`src/rtl/serial_addsub_if.sv`:
```
// serial_addsub_if: request/response bundle for the bit-serial adder/subtractor.
//   master : drives start, mode, a, b; observes busy, done, result, carry_out, overflow
//   slave  : the serial_addsub core
//   start     - request pulse, sampled only while the core is idle
//   mode      - 0 = a+b, 1 = a-b (sampled with start)
//   a, b      - WIDTH-bit operands (sampled with start)
//   busy      - high while an operation is shifting or completing
//   done      - one-cycle strobe, result and flags valid
//   result    - sum/difference modulo 2^WIDTH
//   carry_out - unsigned carry (add) / no-borrow (sub)
//   overflow  - signed two's-complement overflow
interface serial_addsub_if #(
    parameter int WIDTH = 8
);
    logic             start;
    logic             mode;
    logic [WIDTH-1:0] a;
    logic [WIDTH-1:0] b;
    logic             busy;
    logic             done;
    logic [WIDTH-1:0] result;
    logic             carry_out;
    logic             overflow;

    modport master (
        output start, mode, a, b,
        input  busy, done, result, carry_out, overflow
    );

    modport slave (
        input  start, mode, a, b,
        output busy, done, result, carry_out, overflow
    );
endinterface

```
`src/rtl/serial_addsub.sv`:
```
// serial_addsub: bit-serial adder/subtractor using one full-adder cell and a
// carry flip-flop. Operands are consumed LSB-first, one bit per clock; the
// parallel result is assembled in a right-shifting register.
//   clk   - rising-edge clock
//   rst_n - asynchronous active-low reset
//   bus   - serial_addsub_if slave port (start/mode/a/b in,
//           busy/done/result/carry_out/overflow out)
module serial_addsub #(
    parameter int WIDTH = 8
) (
    input  logic           clk,
    input  logic           rst_n,
    serial_addsub_if.slave bus
);
    localparam int CW = $clog2(WIDTH + 1);
    localparam logic [CW-1:0] LAST = CW'(WIDTH - 1);

    typedef enum logic [1:0] {
        IDLE,
        SHIFT,
        DONE
    } state_t;

    state_t           r_state;
    state_t           w_next;
    logic [WIDTH-1:0] r_a;
    logic [WIDTH-1:0] r_b;
    logic [WIDTH-1:0] r_res;
    logic             r_carry;
    logic [CW-1:0]    r_cnt;
    logic             r_cout;
    logic             r_ovf;
    logic             w_sum;
    logic             w_cy;

    // Single full-adder cell working on the current LSBs.
    assign w_sum = r_a[0] ^ r_b[0] ^ r_carry;
    assign w_cy  = (r_a[0] & r_b[0]) | (r_a[0] & r_carry) | (r_b[0] & r_carry);

    always_ff @(posedge clk or negedge rst_n) begin
        if (!rst_n) begin
            r_state <= IDLE;
        end else begin
            r_state <= w_next;
        end
    end

    always_comb begin
        w_next = r_state;
        case (r_state)
            IDLE:    if (bus.start) w_next = SHIFT;
            SHIFT:   if (r_cnt == LAST) w_next = DONE;
            DONE:    w_next = IDLE;
            default: w_next = IDLE;
        endcase
    end

    always_ff @(posedge clk or negedge rst_n) begin
        if (!rst_n) begin
            r_a     <= '0;
            r_b     <= '0;
            r_res   <= '0;
            r_carry <= 1'b0;
            r_cnt   <= '0;
            r_cout  <= 1'b0;
            r_ovf   <= 1'b0;
        end else begin
            case (r_state)
                IDLE: begin
                    if (bus.start) begin
                        // Subtraction is a + ~b + 1: invert b here and seed carry with mode.
                        r_a     <= bus.a;
                        r_b     <= bus.mode ? ~bus.b : bus.b;
                        r_carry <= bus.mode;
                        r_cnt   <= '0;
                    end
                end
                SHIFT: begin
                    r_res   <= {w_sum, r_res[WIDTH-1:1]};
                    r_a     <= r_a >> 1;
                    r_b     <= r_b >> 1;
                    r_carry <= w_cy;
                    r_cnt   <= r_cnt + CW'(1);
                    if (r_cnt == LAST) begin
                        // MSB step: overflow is carry-into-MSB xor carry-out-of-MSB.
                        r_ovf  <= r_carry ^ w_cy;
                        r_cout <= w_cy;
                    end
                end
                default: ;
            endcase
        end
    end

    assign bus.busy      = (r_state != IDLE);
    assign bus.done      = (r_state == DONE);
    assign bus.result    = r_res;
    assign bus.carry_out = r_cout;
    assign bus.overflow  = r_ovf;
endmodule

```
`src/flat_wrapper.sv`:
```
// flat-port wrapper written by rule: the top's interface ports become plain ports
module serial_addsub_flat 
#(
    parameter int WIDTH = 8
)
  (clk, rst_n, bus_start, bus_mode, bus_a, bus_b, bus_busy, bus_done, bus_result, bus_carry_out, bus_overflow);
  serial_addsub_if #(.WIDTH(WIDTH)) bus_i ();
  input  logic clk;
  input  logic rst_n;
  input wire logic [$bits(bus_i.start)-1:0] bus_start;
  input wire logic [$bits(bus_i.mode)-1:0] bus_mode;
  input wire logic [$bits(bus_i.a)-1:0] bus_a;
  input wire logic [$bits(bus_i.b)-1:0] bus_b;
  output wire logic [$bits(bus_i.busy)-1:0] bus_busy;
  output wire logic [$bits(bus_i.done)-1:0] bus_done;
  output wire logic [$bits(bus_i.result)-1:0] bus_result;
  output wire logic [$bits(bus_i.carry_out)-1:0] bus_carry_out;
  output wire logic [$bits(bus_i.overflow)-1:0] bus_overflow;
  assign bus_i.start = bus_start;
  assign bus_i.mode = bus_mode;
  assign bus_i.a = bus_a;
  assign bus_i.b = bus_b;
  assign bus_busy = bus_i.busy;
  assign bus_done = bus_i.done;
  assign bus_result = bus_i.result;
  assign bus_carry_out = bus_i.carry_out;
  assign bus_overflow = bus_i.overflow;
  serial_addsub #(.WIDTH(WIDTH)) u_core (.clk(clk), .rst_n(rst_n), .bus(bus_i));
endmodule
```
`config.mk`:
```
export PLATFORM = sky130hd
export DESIGN_NAME = serial_addsub_flat
export DESIGN_NICKNAME = d
export VERILOG_FILES = /design/src/rtl/serial_addsub_if.sv /design/src/rtl/serial_addsub.sv /design/src/flat_wrapper.sv
export SDC_FILE = /design/constraint.sdc
export NUM_CORES = 1
export LEC_CHECK = 0
export CELL_PAD_IN_SITES_DETAIL_PLACEMENT = 0
export CELL_PAD_IN_SITES_GLOBAL_PLACEMENT = 1
export CORE_MARGIN = 3
export CORE_UTILIZATION = 38
export CTS_CLUSTER_DIAMETER = 80
export DETAILED_ROUTE_END_ITERATION = 10
export PLACE_DENSITY = 0.83
export SYNTH_ARGS = -nofsm -noshare
export SYNTH_HDL_FRONTEND = slang
export SYNTH_SLANG_ARGS = --single-unit
```
`constraint.sdc`:
```
create_clock -name clk -period 1.7 [get_ports clk]
set_input_delay 0.51 -clock clk [delete_from_list [all_inputs] [get_ports clk]]
set_output_delay 0.51 -clock clk [all_outputs]
set_load 0.05 [all_outputs]
```
# Yosys cells after proc, flatten, opt, wreduce, memory -nomap -nowiden
# Index checks and enable logic that the tools add are counted.
[totals]
mem_bits_rw = 0
memories = 0
elab_cells = 41
regBits = 33
inputBits = 20
latchBits = 0
output_inout_bits = 12
rom_bits = 0
[classes]
reduce_logical = 6
muxes = 12
n_div = 0
bitwise = 9
add_sub_neg = 1
mul = 0
magnitude_cmp = 0
n_shift = 0
eq_ne = 5
[ops]
columns = ["op", "n"]
rows = [
  ["case mux 8 bit (2 select lines)", 2],
  ["2-to-1 mux 8 bit", 3],
  ["inverter 8 bit", 1],
  ["case mux 4 bit (2 select lines)", 1],
  ["AND reduction 2 bit", 3],
  ["adder 4 x 1 -> 4 bit, second input constant", 1],
  ["equality test 4 x 3 -> 1 bit, second input constant", 1],
  ["2-to-1 mux 2 bit", 2],
  ["2-to-1 mux 4 bit", 1],
  ["case mux 2 bit (2 select lines)", 1],
  ["nonzero test 2 bit", 2],
  ["AND 1 bit", 3],
  ["bitwise XOR 1 bit", 3],
  ["equality test 2 x 1 -> 1 bit, second input constant", 1],
  ["equality test 2 bit, second input constant", 1],
  ["logical NOT 2 bit", 1],
  ["!= test 2 x 1 -> 1 bit, second input constant", 1],
  ["!= test 2 bit, second input constant", 1],
  ["bitwise OR 1 bit", 2],
  ["case mux 1 bit (2 select lines)", 1],
  ["2-to-1 mux 1 bit", 1],
]

# Logic depth before layout (Yosys ltp)
# Gate-level depths: netlist of the first run.
[depth]
word_depth = 4
depth_mapped = 5
mapped_depth_nobuf = 4

# Least setup slack after synthesis of the first run
# Ideal clock, no wire load.
[synth_path]
kind = "register -> output"
from = "register u_core.r_state[1]"
to = "output bus_done"
slack_ps = -371
t_arrival_ps = 1561
required_ps = 1190
stages_incl_launch_ff = 4
n_path_buf = 2
cell_sequence = "dfrtp_1 buf_2 clkbuf_1 nor2b_1"
[synth_via]
elab_chain_len = 1
[synth_lines]
columns = ["item", "line", "source"]
rows = [
  ["start: declaration", "serial_addsub.sv:24", "state_t r_state;"],
  ["start signal: assignment", "serial_addsub.sv:44", "r_state <= w_next;"],
  ["equality test 2 bit", "serial_addsub.sv:96", "assign bus.done = (r_state == DONE);"],
  ["end: declaration", "flat_wrapper.sv:15", "output wire logic [$bits(bus_i.done)-1:0] bus_done;"],
]
# Every way passes these cells.

# Worst setup path in the final report of the first run
[layout_path]
from = "register u_core.r_state[0]"
to = "output bus_done"
# The elaborated chain is that of the path after synthesis.

==> results of run 1 <==
## metrics by stage
step	TNS [ns]	utilization, %	power (W)	hold WS [ns]
after global placement	-0.119	56.0	0.00342	0.465
after detailed placement	-0.749	56.0	0.00349	0.478
after floorplan	0	-	0.00253	0.214
after CTS	0	58.9	0.00415	0.495
final	0	59.2	0.00414	0.492
after global routing	0	59.2	0.00442	0.518
## critical path, delay by kind of cell, from the launching register on
kind,cells,cell delay [ns]
buf+inv,2,0.30
flops,1,0.42
simple gates,1,0.14
## what timing repair did
action / CTS / global route
buffers inserted: 1 / 1
endpoints found under the setup margin: 1 / 1
resized for setup: 1 / 1
hold buffers: 0 / 0
## registers in the layout (all words and copies together) (netlist names)
| register | cells |
|---|---|
| u_core.r_carry | 1 |
| u_core.bus.overflow | 1 |
| u_core.r_state | 2 |
| u_core.r_cnt | 4 |
| u_core.r_a | 8 |
| u_core.bus.carry_out | 1 |
| u_core.r_b | 8 |
| u_core.bus.result | 8 |
## cells by family (layout without fill, tap and decap cells)
family                   Yosys count  in the layout  share of synthesized area [%]
AND/OR/NAND/NOR                   66             66                           19.1
AO/OA/AOI/OAI                     39             39                           15.9
flip-flops                        33             33                           52.4
buffers and inverters             12             54                           3.42
XOR/XNOR                           9              9                           5.00
multiplexers                       3              3                           2.14
adder cells (fa/ha/maj)            2              2                           2.07
## how the worst max path moves through the flow
| stage | cells past startpoint | endpoint | slack (ns) |
|---|---|---|---|
| finish | 3 | bus_done | 0.05 |
| global route | 3 | bus_done | 0.002 |
| CTS | 3 | bus_done | 0.01 |
| detailed placement | 4 | u_core.r_b[4] | -0.1 |
| global placement | 4 | u_core.r_b[3] | -0.02 |
| floorplan | 3 | bus_done | 0.008 |
## final cells by class
class                           count  area, sq um
Multi-Input combinational cell    119          706
Timing Repair Buffer               46          572
Fill cell                         319         1560
Sequential cell                    33          826
Clock buffer                        7         96.3
Clock inverter                      1         5.00
Tap cell                           48         60.1
## power groups by stage
stage               Combinational [W]  Sequential (W)  Clock (W)
floorplan                    0.000902         0.00162          0
global placement              0.00203         0.00138          0
detailed placement            0.00209         0.00140          0
CTS                           0.00212         0.00138   0.000650
global route                  0.00230         0.00143   0.000692
finish                        0.00212         0.00139   0.000630
## metal layers
| metal | global-route usage (%) | share of wire, % |
|---|---|---|
| met1 | 19.6 | 45 |
| met2 | 23.0 | 49 |
| met3 | 5.18 | 5.1 |
| met4 | 4.04 | 0.59 |
| met5 | 0 | 0 |
## synth_stat cells, drive strengths merged, types with 5 or more instances
| cell | count | area (sq um) |
|---|---|---|
| nand2 | 43 | 161 |
| dfrtp | 33 | 826 |
| nor2b | 11 | 68.8 |
| o21ai | 11 | 55.1 |
| a21oi | 10 | 50.1 |
| a22oi | 8 | 60.1 |
| xnor2 | 8 | 70.1 |
| buf | 7 | 35.0 |
| o221ai | 6 | 52.6 |
| clkbuf | 5 | 18.8 |
==> impl_results.md, run 1 <==
- Status: finished clean
- Worst Hold Depth: 2
- Die Area: 4950 sq um
- Post-route cell area: 2260 sq um
- Clock Path Buffers: 2
- GRT overflow: 0
- HP Start: u_core.r_b[1]
- Die X: 70.4 microns
- Post-Synthesis Cell Area: 1580 sq um
- Measured slew at the worst slew-check pin: 0.299 ns
- Core Box Area: 3830 sq um
- Io pins: 32
- RSZ-0062 raised after global routing: no
- Fraction of registers with async set/reset: 100%
- Post-synth cell types: 24
- Worst VDD drop: 0.701 mV
- Seq/Total Area, Yosys: 52.4%
- Worst slack, placed: -0.0997 ns
- Final setup skew: 0.00864 ns
- Root Buffer: clkbuf_8
- CP startpoint kind: register
- Reg2reg end: u_core.bus.overflow
- Ys flop type: dfrtp_1
- Flop-to-flop setup slack: 0.21 ns
- Clock latency on the worst-skew pair: 0.28 ns
- Slew headroom: 80.0%
- Antenna violations before repair: 0
- Critical Path Max Stage Delay: 0.42 ns
- Initial Util: 41.2%
- CP cell instances: buf_6 > nor2b_4 > buf_12
- Combinational share of power: 51.3%
- Crit Path Max Fanout: 11
- Via/cell ratio: 5.17
- Highest-count cells in the layout ignoring fill and taps: nand2_1 (43), dfrtp_1 (33), clkdlybuf4s50_1 (19)
- # diodes: 0
- CP max stage cell: dfrtp_1
- Fin cells: 254
- Switching power: 0.00163 W
- Max-cap check violation count: 0
- Crit end category: output port
- TritonCTS buffer count: 5
- Leakage power: 1.01 nW
- Internal: 0.00251 W
- Nets: 227
- Final ANT Viol Nets: 0
- Clock slew at reported path FFs: 0.06 ns
- Fin crit share: 97.1%
- Clock power frac: 15.2%
- GRT Resource Usage Total: 14.8%
- DRC errors left: 0
- Core Rows: 22
- First-pass GRT wire length: 5880 microns
- Pin count of the biggest net entering global routing: 34
- Syn nets: 186
- Commonest non-fill, non-tap cell in the layout: nand2_1
- F_max: 0.606 GHz
- Crit Path Category: register to output port
- DR WL/cell: 13.9 microns
- PD cells: 1830 nW/um^2
- Number of flops mapped to enable cells by yosys: 0
- Synth-to-Final Area Change: 43.8%
- Worst Hold Class: register to register
- Sink Count: 33
- Routed vias: 1314
- Fraction of layout cells with a size suffix above 1: 19.9%
- Yosys reg bits: 33
- R2R cell count: 3
- DIE HEIGHT: 70.4 microns
- Post-DP Area: 2140 sq um
- DR pass1 iterations: 4
- GP Congestion: 0.831
- Placed Cells incl. Taps: 244
- Sequential power share: 33.5%
- Hold path endpoint: u_core.r_b[1]
- CTS tree: yes
- Setup WS post-layout: 0.0489 ns
- Max Slew Vio Count: 0
- Sw Ratio: 39.4%
- Htree depth: 2
- Syn Area/Cell: 9.61 sq um
- Crit path DAT: 1.14 ns
- Buffers on Ports: 31
- Initial DRC Count: 47
- Vias in the first global route: 1258
- Ys Warns: 0
- Final Hold Vio Count: 0
- Hpwl dp: 2620 microns
- Critical path origin: u_core.r_state[0]
- Routed WL: 3540 microns
- Tmin final: 1.65 ns
- Setup violators final: 0
- Critical R2R Launch: u_core.r_carry
- Synth Instances: 164
- CP Data Required Time: 1.19 ns
No activity file was read; power rests on OpenSTA's default activity.
==> inputs of run 2 (changes only) <==
--- a/config.mk
+++ b/config.mk
@@ -7,11 +7,13 @@
 export LEC_CHECK = 0
 export CELL_PAD_IN_SITES_DETAIL_PLACEMENT = 0
 export CELL_PAD_IN_SITES_GLOBAL_PLACEMENT = 1
-export CORE_MARGIN = 3
+export CORE_MARGIN = 2
 export CORE_UTILIZATION = 38
+export CTS_BUF_LIST = sky130_fd_sc_hd__clkbuf_4 sky130_fd_sc_hd__clkbuf_8 sky130_fd_sc_hd__clkbuf_16
 export CTS_CLUSTER_DIAMETER = 80
 export DETAILED_ROUTE_END_ITERATION = 10
 export PLACE_DENSITY = 0.83
+export SETUP_SLACK_MARGIN = 0.2
 export SYNTH_ARGS = -nofsm -noshare
 export SYNTH_HDL_FRONTEND = slang
 export SYNTH_SLANG_ARGS = --single-unit
==> run 2 against run 1 <==
  * Maximum frequency is 0.76% higher
  * Clock skew is 0.0063 ns lower
  * Design area up 0.83%
  * Sequential share of layout area down 0.19 points
  * Routed wire length down 3.4%
  * Non-clock buffer count did not move
  * Sequential power about the same
  * Power is essentially flat
  * Setup slack improved by 0.012 ns
==> impl_results.md, run 2 (synthesis gave the netlist of run 1 again) <==
- CP Data Required Time: 1.19 ns (about the same)
- CP startpoint kind: register (unchanged)
- Worst VDD drop: 1.03 mV (was 0.701 mV)
- DRC errors left: 0 (unchanged)
- Htree depth: 2 (unchanged)
- Core Rows: 23 (was 22)
- CP max stage cell: dfrtp_2 (was dfrtp_1)
- Met2 routed WL: 1560 microns (was 1740 microns)
- Measured slew at the worst slew-check pin: 0.202 ns (was 0.299 ns)
- Crit Path Category: register to output port (unchanged)
- Fin crit share: 96.4% (was 97.1%)
- DR pass1 iterations: 4 (unchanged)
- Clock latency on the worst-skew pair: 0.28 ns (about the same)
- Post-layout util: 57.1% (was 59.2%)
- Nets: 227 (unchanged)
- Pwr Total: 0.00414 W (about the same)
- Final setup skew: 0.00231 ns (was 0.00864 ns)
- Max-cap check violation count: 0 (unchanged)
- Fraction of layout cells with a size suffix above 1: 22.4% (was 19.9%)
- R2R cell count: 5 (was 3)
- Io pins: 32 (unchanged)
- Commonest non-fill, non-tap cell in the layout: nand2_1 (unchanged)
- CTS tree: yes (unchanged)
- Sequential power share: 34.1% (was 33.5%)
- Synth-to-Final Area Change: 45.0% (was 43.8%)
- Critical Path Max Stage Delay: 0.45 ns (was 0.42 ns)
- Final ANT Viol Nets: 0 (unchanged)
- Fillers: 338 (was 319)
- Slew headroom: 86.5% (was 80.0%)
- Uppermost layer routed: met4 (unchanged)
- Clock Path Buffers: 2 (unchanged)
- Metal3 WL: 264 microns (was 182 microns)
- Initial DRC Count: 62 (was 47)
- Crit path buf inv count: 1 (was 2)
- Pin count of the biggest net entering global routing: 34 (unchanged)
- Crit end category: output port (unchanged)
- Critical R2R Launch: u_core.r_state[1] (was u_core.r_carry)
- Worst Hold Class: register to register (unchanged)
- Vias in the first global route: 1268 (was 1258)
- Crit Path Max Fanout: 3 (was 11)
- Multi-input logic area: 731 sq um (was 706 sq um)
- Via/cell ratio: 5.21 (was 5.17)
- First-pass GRT wire length: 5980 microns (was 5880 microns)
- Combinational share of power: 51.5% (was 51.3%)
- Crit path to: bus_busy (was bus_done)
- Highest-count cells in the layout ignoring fill and taps: nand2_1 (43), dfrtp_1 (31), clkdlybuf4s50_1 (19) (was nand2_1 (43), dfrtp_1 (33), clkdlybuf4s50_1 (19))
- Routed vias: 1329 (was 1314)
- Fin Hold WS: 0.483 ns (was 0.492 ns)
- Die X: 68.4 microns (was 70.4 microns)
- Internal: 0.00249 W (was 0.00251 W)
- GRT overflow: 0 (unchanged)
- PD cells: 1810 nW/um^2 (was 1830 nW/um^2)
- Antenna violations before repair: 0 (unchanged)
- Initial Util: 39.4% (was 41.2%)
- Setup violators final: 0 (unchanged)
- Tmin final: 1.64 ns (was 1.65 ns)
- CP cell instances: or2_4 > buf_12 (was buf_6 > nor2b_4 > buf_12)
- Core Box Area: 4000 sq um (was 3830 sq um)
- Register area: 828 sq um (was 826 sq um)
- Buffers on Ports: 31 (unchanged)
- Crit-path leading delay family: flip-flops (unchanged)
- Sink Count: 33 (unchanged)
- Total negative slack: 0 ns (unchanged)
- Reg2reg end: u_core.r_cnt[3] (was u_core.bus.overflow)
- GP Congestion: 0.795 (was 0.831)
- DR WL/cell: 13.4 microns (was 13.9 microns)
- Root Buffer: clkbuf_8 (unchanged)
- Routed met1 length: 1540 microns (was 1590 microns)
- GRT Resource Usage Total: 17.8% (was 14.8%)
- Status: finished clean (unchanged)
- Flop-to-flop setup slack: 0.27 ns (was 0.21 ns)
- Max Slew Vio Count: 0 (unchanged)
- Final Hold Vio Count: 0 (unchanged)
- F_max: 0.610 GHz (was 0.606 GHz)
- Hpwl dp: 2480 microns (was 2620 microns)
- Leakage power: 1.01 nW (about the same)
- Clock slew at reported path FFs: 0.06 ns (about the same)
- Switching power: 0.00165 W (was 0.00163 W)
- Crit. path cell count: 2 (was 3)
- Sw Ratio: 39.8% (was 39.4%)
- # diodes: 0 (unchanged)
- TritonCTS buffer count: 5 (unchanged)
- Crit path DAT: 1.13 ns (was 1.14 ns)
- Die Area: 4680 sq um (was 4950 sq um)
- Routed WL: 3420 microns (was 3540 microns)
- DIE HEIGHT: 68.4 microns (was 70.4 microns)
- Critical path origin: u_core.r_state[0] (unchanged)
- Clock power frac: 14.4% (was 15.2%)
- RSZ-0062 raised after global routing: yes (was no)
- Number of hold buffers added after CTS: 0 (unchanged)
-- run 2: what timing repair did --
item / in CTS / in global routing
pin swaps: 1 / 1
resized for setup: 2 / 7
buffers inserted: 3 / 0
endpoints found under the setup margin: 2 / 20
-- run 2: routing by layer --
metal  GRT usage [%]  up-vias
met5               0        -
met4            7.50        0
met3            6.58        6
met2            26.3       51
met1            23.4      635
li1                -      637
-- run 2: how the worst min path moves through the flow --
stage	startpoint	endpoint	slack [ns]	cells after the start
after CTS	u_core.r_b[7]	u_core.r_b[7]	0.49	2
after floorplan	rst_n	u_core.bus.carry_out	0.21	0
final	u_core.r_b[7]	u_core.r_b[7]	0.48	2
after global routing	u_core.r_b[7]	u_core.r_b[7]	0.52	2
after global placement	u_core.r_b[7]	u_core.r_b[7]	0.47	2
after detailed placement	u_core.r_b[7]	u_core.r_b[7]	0.47	2
-- run 2: tightest hold or removal path: stages, from the launching register on --
cell and delay (ns):
dfrtp_1 0.34, nand2_1 0.05, o21ai_0 0.06
-- run 2: power by group through the flow --
stage | sequential, W | combinational (W) | clock (W)
finish | 0.00141 | 0.00213 | 0.000595
global route | 0.00145 | 0.00233 | 0.000644
CTS | 0.00140 | 0.00212 | 0.000611
detailed placement | 0.00142 | 0.00203 | 0
global placement | 0.00140 | 0.00196 | 0
floorplan | 0.00163 | 0.000931 | 0
-- run 2: layout make-up --
type	instances	area share (%)
multi-input combinational	119	32.0
timing repair buffer	46	25.0
clock buffer	7	3.95
tap	50	2.74
sequential	33	36.3
-- run 2: per-stage QoR --
stage	worst slack [ns]	cell area, sq um	cells
after floorplan	0.215	1600	164
after global placement	-0.00742	2130	245
after detailed placement	-0.0729	2130	245
after CTS	0.0561	2250	255
after global routing	0.0173	2280	255
final	0.0614	2280	255
